$ cat config.mk
export PLATFORM = sky130hd
export DESIGN_NAME = write_buffer
export DESIGN_NICKNAME = d
export VERILOG_FILES = /design/src/rtl/write_buffer.sv
export SDC_FILE = /design/constraint.sdc
export NUM_CORES = 1
export LEC_CHECK = 0
export CORE_MARGIN = 4
export CORE_UTILIZATION = 45
export CTS_BUF_LIST = sky130_fd_sc_hd__clkbuf_8
export DETAILED_ROUTE_END_ITERATION = 8
export GPL_TIMING_DRIVEN = 1
export PLACE_DENSITY = 0.66
export RECOVER_POWER = 100
export SETUP_SLACK_MARGIN = 0.4
export SYNTH_ARGS = -nofsm -noshare
export SYNTH_HDL_FRONTEND = slang
export SYNTH_SLANG_ARGS = --single-unit
$ cat constraint.sdc
create_clock -name CLK -period 3.97 [get_ports CLK]
set_input_delay 0.794 -clock CLK [delete_from_list [all_inputs] [get_ports CLK]]
set_output_delay 0.794 -clock CLK [all_outputs]
set_load 0.03 [all_outputs]
$ cat src/rtl/write_buffer.sv
// Posted block-write buffer between a data cache and data memory: single-cycle
// write-back into a FIFO, youngest-entry read forwarding, and miss reads that take priority over draining.
module write_buffer #(
  parameter int DEPTH = 4
) (
  input  logic        CLK,
  input  logic        RESET,
  input  logic        C_READ,
  input  logic        C_WRITE,
  input  logic [5:0]  C_ADDRESS,
  input  logic [31:0] C_WRITEDATA,
  output logic [31:0] C_READDATA,
  output logic        C_BUSYWAIT,
  output logic        M_READ,
  output logic        M_WRITE,
  output logic [5:0]  M_ADDRESS,
  output logic [31:0] M_WRITEDATA,
  input  logic [31:0] M_READDATA,
  input  logic        M_BUSYWAIT,
  output logic        BUF_EMPTY
);

  localparam int PTR_W = $clog2(DEPTH);
  localparam int CNT_W = PTR_W + 1;

  typedef enum logic [1:0] {IDLE, MWRITE, MREAD, RDONE} state_t;

  state_t           state;
  logic [5:0]       addr_q [DEPTH];
  logic [31:0]      data_q [DEPTH];
  logic [PTR_W-1:0] head;
  logic [PTR_W-1:0] tail;
  logic [CNT_W-1:0] count;
  logic             req_held;
  logic [31:0]      rd_reg;
  logic             m_read_q;
  logic             m_write_q;
  logic [5:0]       m_addr_q;
  logic [31:0]      m_wdata_q;

  logic             full;
  logic             push;
  logic             pop;
  logic             mem_done;
  logic             hit_any;
  logic [31:0]      fwd_data;

  // Fullness uses the registered count, so a pop on the same edge never admits a push.
  assign full     = (count == CNT_W'(DEPTH));
  assign push     = C_WRITE && !full;
  assign mem_done = req_held && !M_BUSYWAIT;
  assign pop      = (state == MWRITE) && mem_done;

  // Scan oldest to youngest so the last match wins.
  always_comb begin
    // NOTE: every always_comb output gets a default first so no latch is inferred.
    hit_any  = 1'b0;
    fwd_data = '0;
    for (int i = 0; i < DEPTH; i++) begin
      if (CNT_W'(i) < count && addr_q[head + PTR_W'(i)] == C_ADDRESS) begin
        hit_any  = 1'b1;
        fwd_data = data_q[head + PTR_W'(i)];
      end
    end
  end

  always_comb begin
    C_READDATA = '0;
    C_BUSYWAIT = 1'b0;
    if (C_READ && hit_any)
      C_READDATA = fwd_data;
    else if (state == RDONE)
      C_READDATA = rd_reg;
    if (!RESET)
      C_BUSYWAIT = 1'b0;
    else if (C_WRITE)
      C_BUSYWAIT = full;
    else if (C_READ)
      C_BUSYWAIT = !hit_any && (state != RDONE);
  end

  // NOTE: the entry array has no reset; count/head/tail alone decide validity.
  always_ff @(posedge CLK) begin
    if (push) begin
      addr_q[tail] <= C_ADDRESS;
      data_q[tail] <= C_WRITEDATA;
    end
  end

  // NOTE: sequential state uses non-blocking assignments only.
  always_ff @(posedge CLK or negedge RESET) begin
    if (!RESET) begin
      state     <= IDLE;
      head      <= '0;
      tail      <= '0;
      count     <= '0;
      req_held  <= 1'b0;
      rd_reg    <= '0;
      m_read_q  <= 1'b0;
      m_write_q <= 1'b0;
      m_addr_q  <= '0;
      m_wdata_q <= '0;
    end else begin
      if (push) tail <= tail + 1'b1;
      if (pop)  head <= head + 1'b1;
      count <= count + CNT_W'(push) - CNT_W'(pop);

      case (state)
        IDLE: begin
          req_held <= 1'b0;
          if (C_READ && !hit_any) begin
            state    <= MREAD;
            m_read_q <= 1'b1;
            m_addr_q <= C_ADDRESS;
          end else if (count != '0) begin
            state     <= MWRITE;
            m_write_q <= 1'b1;
            m_addr_q  <= addr_q[head];
            m_wdata_q <= data_q[head];
          end else if (push) begin
            // Empty buffer: the entry being pushed is the head, so start draining it now.
            state     <= MWRITE;
            m_write_q <= 1'b1;
            m_addr_q  <= C_ADDRESS;
            m_wdata_q <= C_WRITEDATA;
          end
        end
        MWRITE: begin
          req_held <= 1'b1;
          if (mem_done) begin
            state     <= IDLE;
            m_write_q <= 1'b0;
            m_addr_q  <= '0;
            m_wdata_q <= '0;
          end
        end
        MREAD: begin
          req_held <= 1'b1;
          if (mem_done) begin
            state    <= RDONE;
            rd_reg   <= M_READDATA;
            m_read_q <= 1'b0;
            m_addr_q <= '0;
          end
        end
        RDONE:   state <= IDLE;
        default: state <= IDLE;
      endcase
    end
  end

  assign M_READ      = m_read_q;
  assign M_WRITE     = m_write_q;
  assign M_ADDRESS   = m_addr_q;
  assign M_WRITEDATA = m_wdata_q;
  assign BUF_EMPTY   = (count == '0) && (state != MWRITE);

endmodule

After elaboration in Yosys (flattened, before gate mapping)
Memories as Yosys holds them, arrays and structs flattened. Index checks and enable logic that the tools add are counted.

Reductions and logical operators: 26. Mux-type cells: 39. $add $sub $neg: 6. Magnitude comparators: 4. Equality and inequality tests: 17.

Operator list (number): $mux 32 (10); $pmux 32 s2 (1); $eq 6x6->1 (4); $mux 6 (4); $mux 1 (14); $pmux 6 s2 (1); $logic_and 1x1->1 (11); $mux 2 (5); $ne 2x2->1 const B (5); $reduce_and 3->1 (3); $pmux 2 s4 (1); $lt 1x3->1 const A (2); $lt 2x3->1 const A (2); $pmux 1 s2 (3); $reduce_bool 2->1 (3); $add 2x1->2 const B (2); $add 2x2->2 const B (2); $eq 2x2->1 const B (2); $ne 2x1->1 const B (2); $ne 4x4->1 const B (1); $reduce_and 4->1 (1); $add 3x1->3 (1); $eq 3x3->1 const B (1); $logic_not 1->1 (3); 8 further kinds (8).

Logic and storage cells: 104. Memory bits (writable): 152. Memories kept: 2. Bits in registers: 82.

Memories: data_q (depth 4, bits a word 32, rd ports 4, clocked after Yosys merged registers in 0, wr ports 1, line 30) `logic [31:0] data_q [DEPTH];`; addr_q (depth 4, bits a word 6, rd ports 4, clocked after Yosys merged registers in 0, wr ports 1, line 29) `logic [5:0] addr_q [DEPTH];`.

Depth between registers and ports, before layout
Gate-level depths: netlist of the first run. An unclocked memory read counts as a cell.

Word-level depth: 12. Mapped depth: 12. Mapped depth without buffers: 9.

Least setup slack after synthesis of the first run
Ideal clock, no wire load.

Path kind: input-to-output. From: in C_ADDRESS[4]. To: out C_READDATA[30]. Data arrival time: 3574 ps. Data required time: 3176 ps. Path buffers: 3. Slack: -398 ps. Cell stages on the path: 9. Cell sequence: buf_1 -> xnor2_1 -> or4_1 -> a21oi_4 -> or2_1 -> buf_4 -> buf_2 -> a311oi_1 -> o41ai_1.

Word-level cells in the longest chain between the ends: 8.

RTL lines: start: declaration (line 10) `input logic [5:0] C_ADDRESS,`; $eq 6x6->1 (line 60) `if (CNT_W'(i) < count && addr_q[head + PTR_W'(i)] == C_ADDRESS) begin`; $logic_and 1x1->1 (line 60); $mux 1 (4 in a row) (line 60); $logic_and 1x1->1 (line 70) `if (C_READ && hit_any)`; $mux 32 * (line 70); end: declaration (line 12) `output logic [31:0] C_READDATA,`.

Every way passes the cells marked *; elsewhere a longest branch is shown, timed or not.

Final worst setup path of the first run
From: reg head[0]. To: out C_READDATA[24].

Word-level cells in the longest chain between the ends: 9.

RTL lines: start: declaration (line 31) `logic [PTR_W-1:0] head;`; start signal: assignment (line 105) `if (pop) head <= head + 1'b1;`; $add 2x1->2 / $mem_v2 4x6 (equally long branches); $mem_v2 4x6 / $eq 6x6->1 (equally long branches); $eq 6x6->1 / $logic_and 1x1->1 (equally long branches) (line 60); $logic_and 1x1->1 / $mux 1 (equally long branches) (line 60); $mux 1 (3 in a row) (line 60); $logic_and 1x1->1 (line 70); $mux 32 * (line 70).

Marks and branches as above.

==> results of run 1 <==
kinds of logic after synthesis:
group                    synth area share, %
AO/OA/AOI/OAI                           15.2
XOR/XNOR                                1.72
adder cells (fa/ha/maj)                 1.33
buffers and inverters                   4.58
flip-flops                              48.1
multiplexers                            18.5
AND/OR/NAND/NOR                         10.6
layer usage:
metal | global-route usage, % | up-vias
met2 | 39.3 | 431
met3 | 3.27 | 75
li1 | - | 5103
met1 | 32.3 | 5531
met4 | 6.85 | 0
met5 | 0 | -
how the worst min path moves through the flow:
| stage | from | endpoint | slack [ns] | cells after the start |
|---|---|---|---|---|
| 2_1_floorplan | req_held | req_held | 0.47 | 1 |
| 3_3_place_gp | M_WRITE | M_WRITE | 0.47 | 1 |
| 3_5_place_dp | M_WRITEDATA[25] | M_WRITEDATA[25] | 0.48 | 1 |
| 4_1_cts | RESET | rd_reg[26] | 0.35 | 2 |
| 5_1_grt | M_WRITEDATA[24] | M_WRITEDATA[24] | 0.51 | 1 |
| 6_report | M_WRITEDATA[27] | M_WRITEDATA[27] | 0.48 | 1 |
critical path, stage by stage, from the launching register on:
cell and delay (ns):
dfrtp_4 0.50, buf_6 0.14, buf_8 0.13, buf_4 0.13
mux4_2 0.43, xor2_1 0.19, nor2_1 0.08, o211a_1 0.17
o41ai_4 0.33, buf_6 0.20, buf_12 0.17, buf_12 0.15
nand3_4 0.09, o31ai_4 0.11, buf_6 0.17
through the flow:
| step | util (%) | hold WS [ns] | setup slack, ns | cells | power (mW) |
|---|---|---|---|---|---|
| 2_1_floorplan | - | 0.471 | 0.276 | 1228 | 8.66 |
| 3_3_place_gp | 55.7 | 0.469 | -0.344 | 1742 | 10.5 |
| 3_5_place_dp | 55.7 | 0.475 | -0.324 | 1742 | 10.7 |
| 4_1_cts | 60.7 | 0.350 | -0.401 | 1845 | 13.3 |
| 5_1_grt | 62.2 | 0.508 | -0.481 | 1852 | 14.4 |
| 6_report | 62.2 | 0.480 | -0.396 | 1853 | 13.6 |
power groups by stage:
stage               Clock (mW)  Combinational [mW]  Sequential, mW
finish                    2.20                7.53            3.82
global placement             0                6.68            3.86
CTS                       2.25                7.28            3.79
global route              2.37                8.09            3.89
detailed placement           0                6.76            3.90
floorplan                    0                4.56            4.10
final cells by class:
type / count / share of cell area (%)
multi-input combinational: 864 / 41.1
inverter: 16 / 0.323
antenna: 2 / 0.0269
clock buffer: 48 / 3.56
sequential: 234 / 35.6
timing repair buffer: 269 / 15.9
tap: 390 / 2.63
clock inverter: 30 / 0.862
synthesized netlist by cell type, drive strengths merged, types with 3 or more instances:
cell | instances | area [um^2]
a211oi | 24 | 185
a21boi | 3 | 22.5
a21oi | 100 | 512
a22oi | 31 | 233
a311o | 3 | 30.0
a311oi | 32 | 280
a31oi | 4 | 25.0
a41o | 4 | 40.0
and2 | 5 | 31.3
and3 | 16 | 100
buf | 49 | 325
clkbuf | 65 | 245
dfrtp | 82 | 2050
edfxtp | 152 | 4560
ha | 13 | 163
inv | 16 | 60.1
mux2 | 98 | 1100
mux2i | 112 | 1120
mux4 | 14 | 315
nand2 | 83 | 312
nand2b | 10 | 62.6
nand3 | 102 | 510
nor2 | 41 | 156
nor2b | 27 | 169
nor3 | 3 | 15.0
o211ai | 4 | 35.0
o21a | 32 | 240
o21ai | 8 | 40.0
o31ai | 31 | 233
xnor2 | 12 | 105
xor2 | 15 | 131
timing repair:
action,4_1_cts,5_1_grt
resized for setup,83,75
setup buffers,21,2
cloned,4,4
endpoints found under the setup margin,33,64
pin swaps,21,16
==> results.yml, run 1 <==
timing:
  post-route-period-util_pct: 110
  max_freq_mhz: 229
  setup_viol: 47
  drv_slew: 108
  rsz0062_at_grt: "true"
  tightest_slew_ns: 2.46
  hold_violations: 0
  period_needed_ns: 4.37
  slew_headroom_pct: -64.0
  fin_skew_ns: 0.0177
  tns_ns: -11.55
  postLayoutSetupSlackWorst_ns: -0.396
synth:
  synthArstFlopShare_pct: 35.0
  synthFlopType: "edfxtp_1"
  synth_cells: 1228
  avgSynthCellArea_um2: 11.2
  syn-cell-area_um2: 13800
  ys_seq_elements: 234
  synthesis.nets: 1317
  ys_types: 72
  synth_edf_count: 152
  seq_area_frac_synth_pct: 48.1
  ys_warn_count: 0
clock_network:
  clk_latency_ns: 0.56
  htree_levels: 2
  clock_path_buffers: 3
  cts_sinks: 234
  cts_tree: "yes"
  clock_tree.root_cell: "clkbuf_8"
  postCtsHoldBufs: 0
  clk_pin_slew_ns: 0.06
  numCtsBuffers: 42
power:
  p_int_mw: 7.77
  power.switching_mw: 5.79
  clkPwrFrac_pct: 16.3
  power_frac_comb_pct: 55.6
  p_per_area_nw_per_um2: 730
  leakage_nw: 7.04
  swShare_pct: 42.7
  peakVddDrop_mv: 0.616
  p_seq_share_pct: 28.2
setup_path:
  startpoint_type: "register"
  cp.arrival_ns: 3.57
  cp.required_ns: 3.18
  cp-startpoint: "head[0]"
  endpoint_kind: "output port"
  regToRegSetupSlack_ns: -0.07
  worstReg2RegStart: "state[1]"
  crit_type: "register to output port"
  reg2reg_to: "count[1]"
  cp-endpoint: "C_READDATA[24]"
  cp_max_fo: 7
  ff2ff_path_depth: 10
cells_and_area:
  largest_reg_flops: 128
  fillCellCount: 2294
  drive_gt1_share_pct: 28.7
  syn2layout_area_growth_pct: 35.0
  layout_common_cells: "edfxtp_1, mux2i_1, a21oi_1"
  multi_input_area_um2: 7630
  mostFrequentLayoutCell: "edfxtp_1"
  fin_nets: 1516
  regArea_um2: 6620
  final_cell_area_um2: 18600
die:
  rows: 63
  top_level_ports: 149
  start_util_pct: 46.1
  die_area_um2: 33400
  core-area_um2: 29900
  die_y_um: 183
  die_x_um: 183
place:
  numPortBuffers: 148
  gp_congestion: 0.897
  hpwlAfterDp_um: 26200
  postPlaceCellArea_um2: 16700
detailed_routing:
  antenna_left: 0
  top_layer: "met4"
  dr_total_vias: 11100
  wl_met2_um: 20000
  wl_met1_um: 17600
  drt_iter0_markers: 908
  wl_met3_um: 2980
  via_per_inst: 6.01
  wl_per_cell_um: 22.4
  drc: 0
  totalWireLength_um: 41500
  firstDrtPassIters: 5
hold_path:
  hold_class: "register to register"
outcome:
  status: "finished with violations"
  violations: "capacitance limit, slew limit, setup timing"
grt:
  grtUsageTotal_pct: 23.5
  grt_max_degree: 164
  grt_pass1_wl_um: 62200
  grt_pass1_vias: 11100
  grt_overflow: 0
  antenna_found_initial: 2
job:
  drv_cap: 3
Power figures use the tool's default switching activity.
==> run 2: changes to the inputs <==
Settings changed: SLEW_MARGIN from default to 40.
==> results of run 2 <==
Same layout as run 1: the final DEF is identical, and so are final timing and power.
==> run 3: changes to the inputs <==
Settings changed: GPL_TIMING_DRIVEN 1 to 0.
==> results.yml, run 3 (synthesis gave the netlist of run 1 again) <==
detailed_routing:
  drt_iter0_markers: 1267
  antenna_left: 0
  via_per_inst: 6.34
  totalWireLength_um: 49100
  drc: 0
  wl_per_cell_um: 25.9
  dr_total_vias: 12000
  firstDrtPassIters: 5
cells_and_area:
  mostFrequentLayoutCell: "edfxtp_1"
  antenna-diode-count: 0
  fin_nets: 1559
  largest_reg_flops: 128
  final_cell_area_um2: 19300
  drive_gt1_share_pct: 32.0
  layout_common_cells: "edfxtp_1, mux2i_1, a21oi_1"
  syn2layout_area_growth_pct: 39.9
  fillCellCount: 2310
  final_util_pct: 64.4
setup_path:
  worstReg2RegStart: "head[1]"
  cp.arrival_ns: 3.58
  crit_type: "input pin to output port"
  endpoint_kind: "output port"
  startpoint_type: "input pin"
  cp.required_ns: 3.18
  regToRegSetupSlack_ns: 0.35
  reg2reg_to: "M_WRITE"
  cp_max_fo: 8
  ff2ff_path_depth: 13
grt:
  grt_max_degree: 44
  antenna_found_initial: 0
  grt_overflow: 0
  grt_pass1_wl_um: 71400
  grtUsageTotal_pct: 27.7
  grt_pass1_vias: 12000
clock_network:
  clock_path_buffers: 3
  cts_tree: "yes"
  postCtsHoldBufs: 0
  clk_pin_slew_ns: 0.07
  htree_levels: 2
  clock_tree.root_cell: "clkbuf_8"
  clk_latency_ns: 0.57
  numCtsBuffers: 42
  cts_sinks: 234
timing:
  fin_skew_ns: 0.0257
  period_needed_ns: 4.38
  tightest_slew_ns: 1.51
  setup_viol: 33
  max_freq_mhz: 228
  rsz0062_at_grt: "true"
  hold_ws_ns: 0.133
  postLayoutSetupSlackWorst_ns: -0.408
  drv_slew: 15
  tns_ns: -11.49
  hold_violations: 0
  post-route-period-util_pct: 110
  slew_headroom_pct: -0.539
outcome:
  status: "finished with violations"
  violations: "capacitance limit, slew limit, setup timing"
place:
  hpwlAfterDp_um: 32300
  numPortBuffers: 148
  postPlaceCellArea_um2: 16500
  gp_congestion: 0.917
die:
  start_util_pct: 46.1
  rows: 63
  core-area_um2: 29900
  top_level_ports: 149
  die_x_um: 183
  die_area_um2: 33400
  die_y_um: 183
power:
  finalPower_mw: 14.6
  p_per_area_nw_per_um2: 757
  peakVddDrop_mv: 0.528
  leakage_nw: 7.25
hold_path:
  hold_class: "input pin to async pin"
job:
  drv_cap: 1
[run 3: cell count changes in the layout (fill, tap and decap cells not counted), moves of 6 or more]
cell	previous run	this run
buf_2	1	8
buf_12	27	13
a311oi_4	0	16
a22oi_2	20	30
a22oi_1	11	1
clkbuf_16	4	10
a311oi_1	14	2
buf_4	53	35
clkbuf_1	13	27
clkbuf_2	4	26
clkbuf_4	0	7
clkbuf_8	48	62
[run 3: area by class of cell]
cell class,count,area [um^2],share of cell area [%]
Buffer,114,991,5.15
Clock buffer,49,674,3.50
Clock inverter,29,221,1.15
Inverter,16,60.1,0.312
Multi-Input combinational cell,864,8050,41.8
Sequential cell,234,6620,34.4
Tap cell,390,488,2.53
Timing Repair Buffer,198,2150,11.2
[run 3: report_power, final]
part	switching, mW	leakage, nW	internal [mW]
sequential	0.454	2.40	3.38
combinational	4.97	4.35	3.34
clock	1.08	0.499	1.34
total	6.50	7.25	8.06
[run 3: critical path: stages]
cell and delay, ns:
dlygate4sd3_1 0.62, clkbuf_2 0.28, xor2_2 0.20, a2111oi_4 0.06, o21a_1 0.14, buf_6 0.14
o41ai_4 0.41, buf_6 0.30, clkbuf_16 0.23, nand3_2 0.10, o31ai_4 0.12, buf_6 0.18
[run 3: routing by layer]
layer	wire (um)	global-route usage (%)	share of wire (%)	vias to the layer above
met5	0	0	0	-
met4	1870	10.3	3.8	0
met3	4630	5.00	9.4	156
met2	22900	44.5	47	766
met1	19700	37.9	40	5896
li1	-	-	-	5188
[run 3: how the worst max path moves through the flow]
stage / start / to / slack (ns) / cells past startpoint
final: C_ADDRESS[1] / C_READDATA[31] / -0.41 / 12
after global routing: head[1] / C_READDATA[30] / -0.51 / 12
after floorplan: C_ADDRESS[4] / C_READDATA[30] / 0.28 / 9
after global placement: RESET / C_BUSYWAIT / -2.54 / 3
after detailed placement: C_ADDRESS[1] / C_READDATA[20] / -1.46 / 10
after CTS: head[0] / C_READDATA[3] / -0.38 / 11
[run 3: what timing repair did]
action / 4_1_cts / 5_1_grt
pin swaps: 19 / 25
endpoints found under the hold margin: 0 / 0
endpoints found under the setup margin: 34 / 34
gates cloned: 2 / 10
setup buffers: 19 / 13
resized for setup: 413 / 114
[run 3: metrics by stage]
stage	setup WS, ns	cells
final	-0.408	1894
after global routing	-0.509	1894
after CTS	-0.381	1871
after detailed placement	-1.46	1772
after global placement	-2.54	1766
after floorplan	0.276	1228
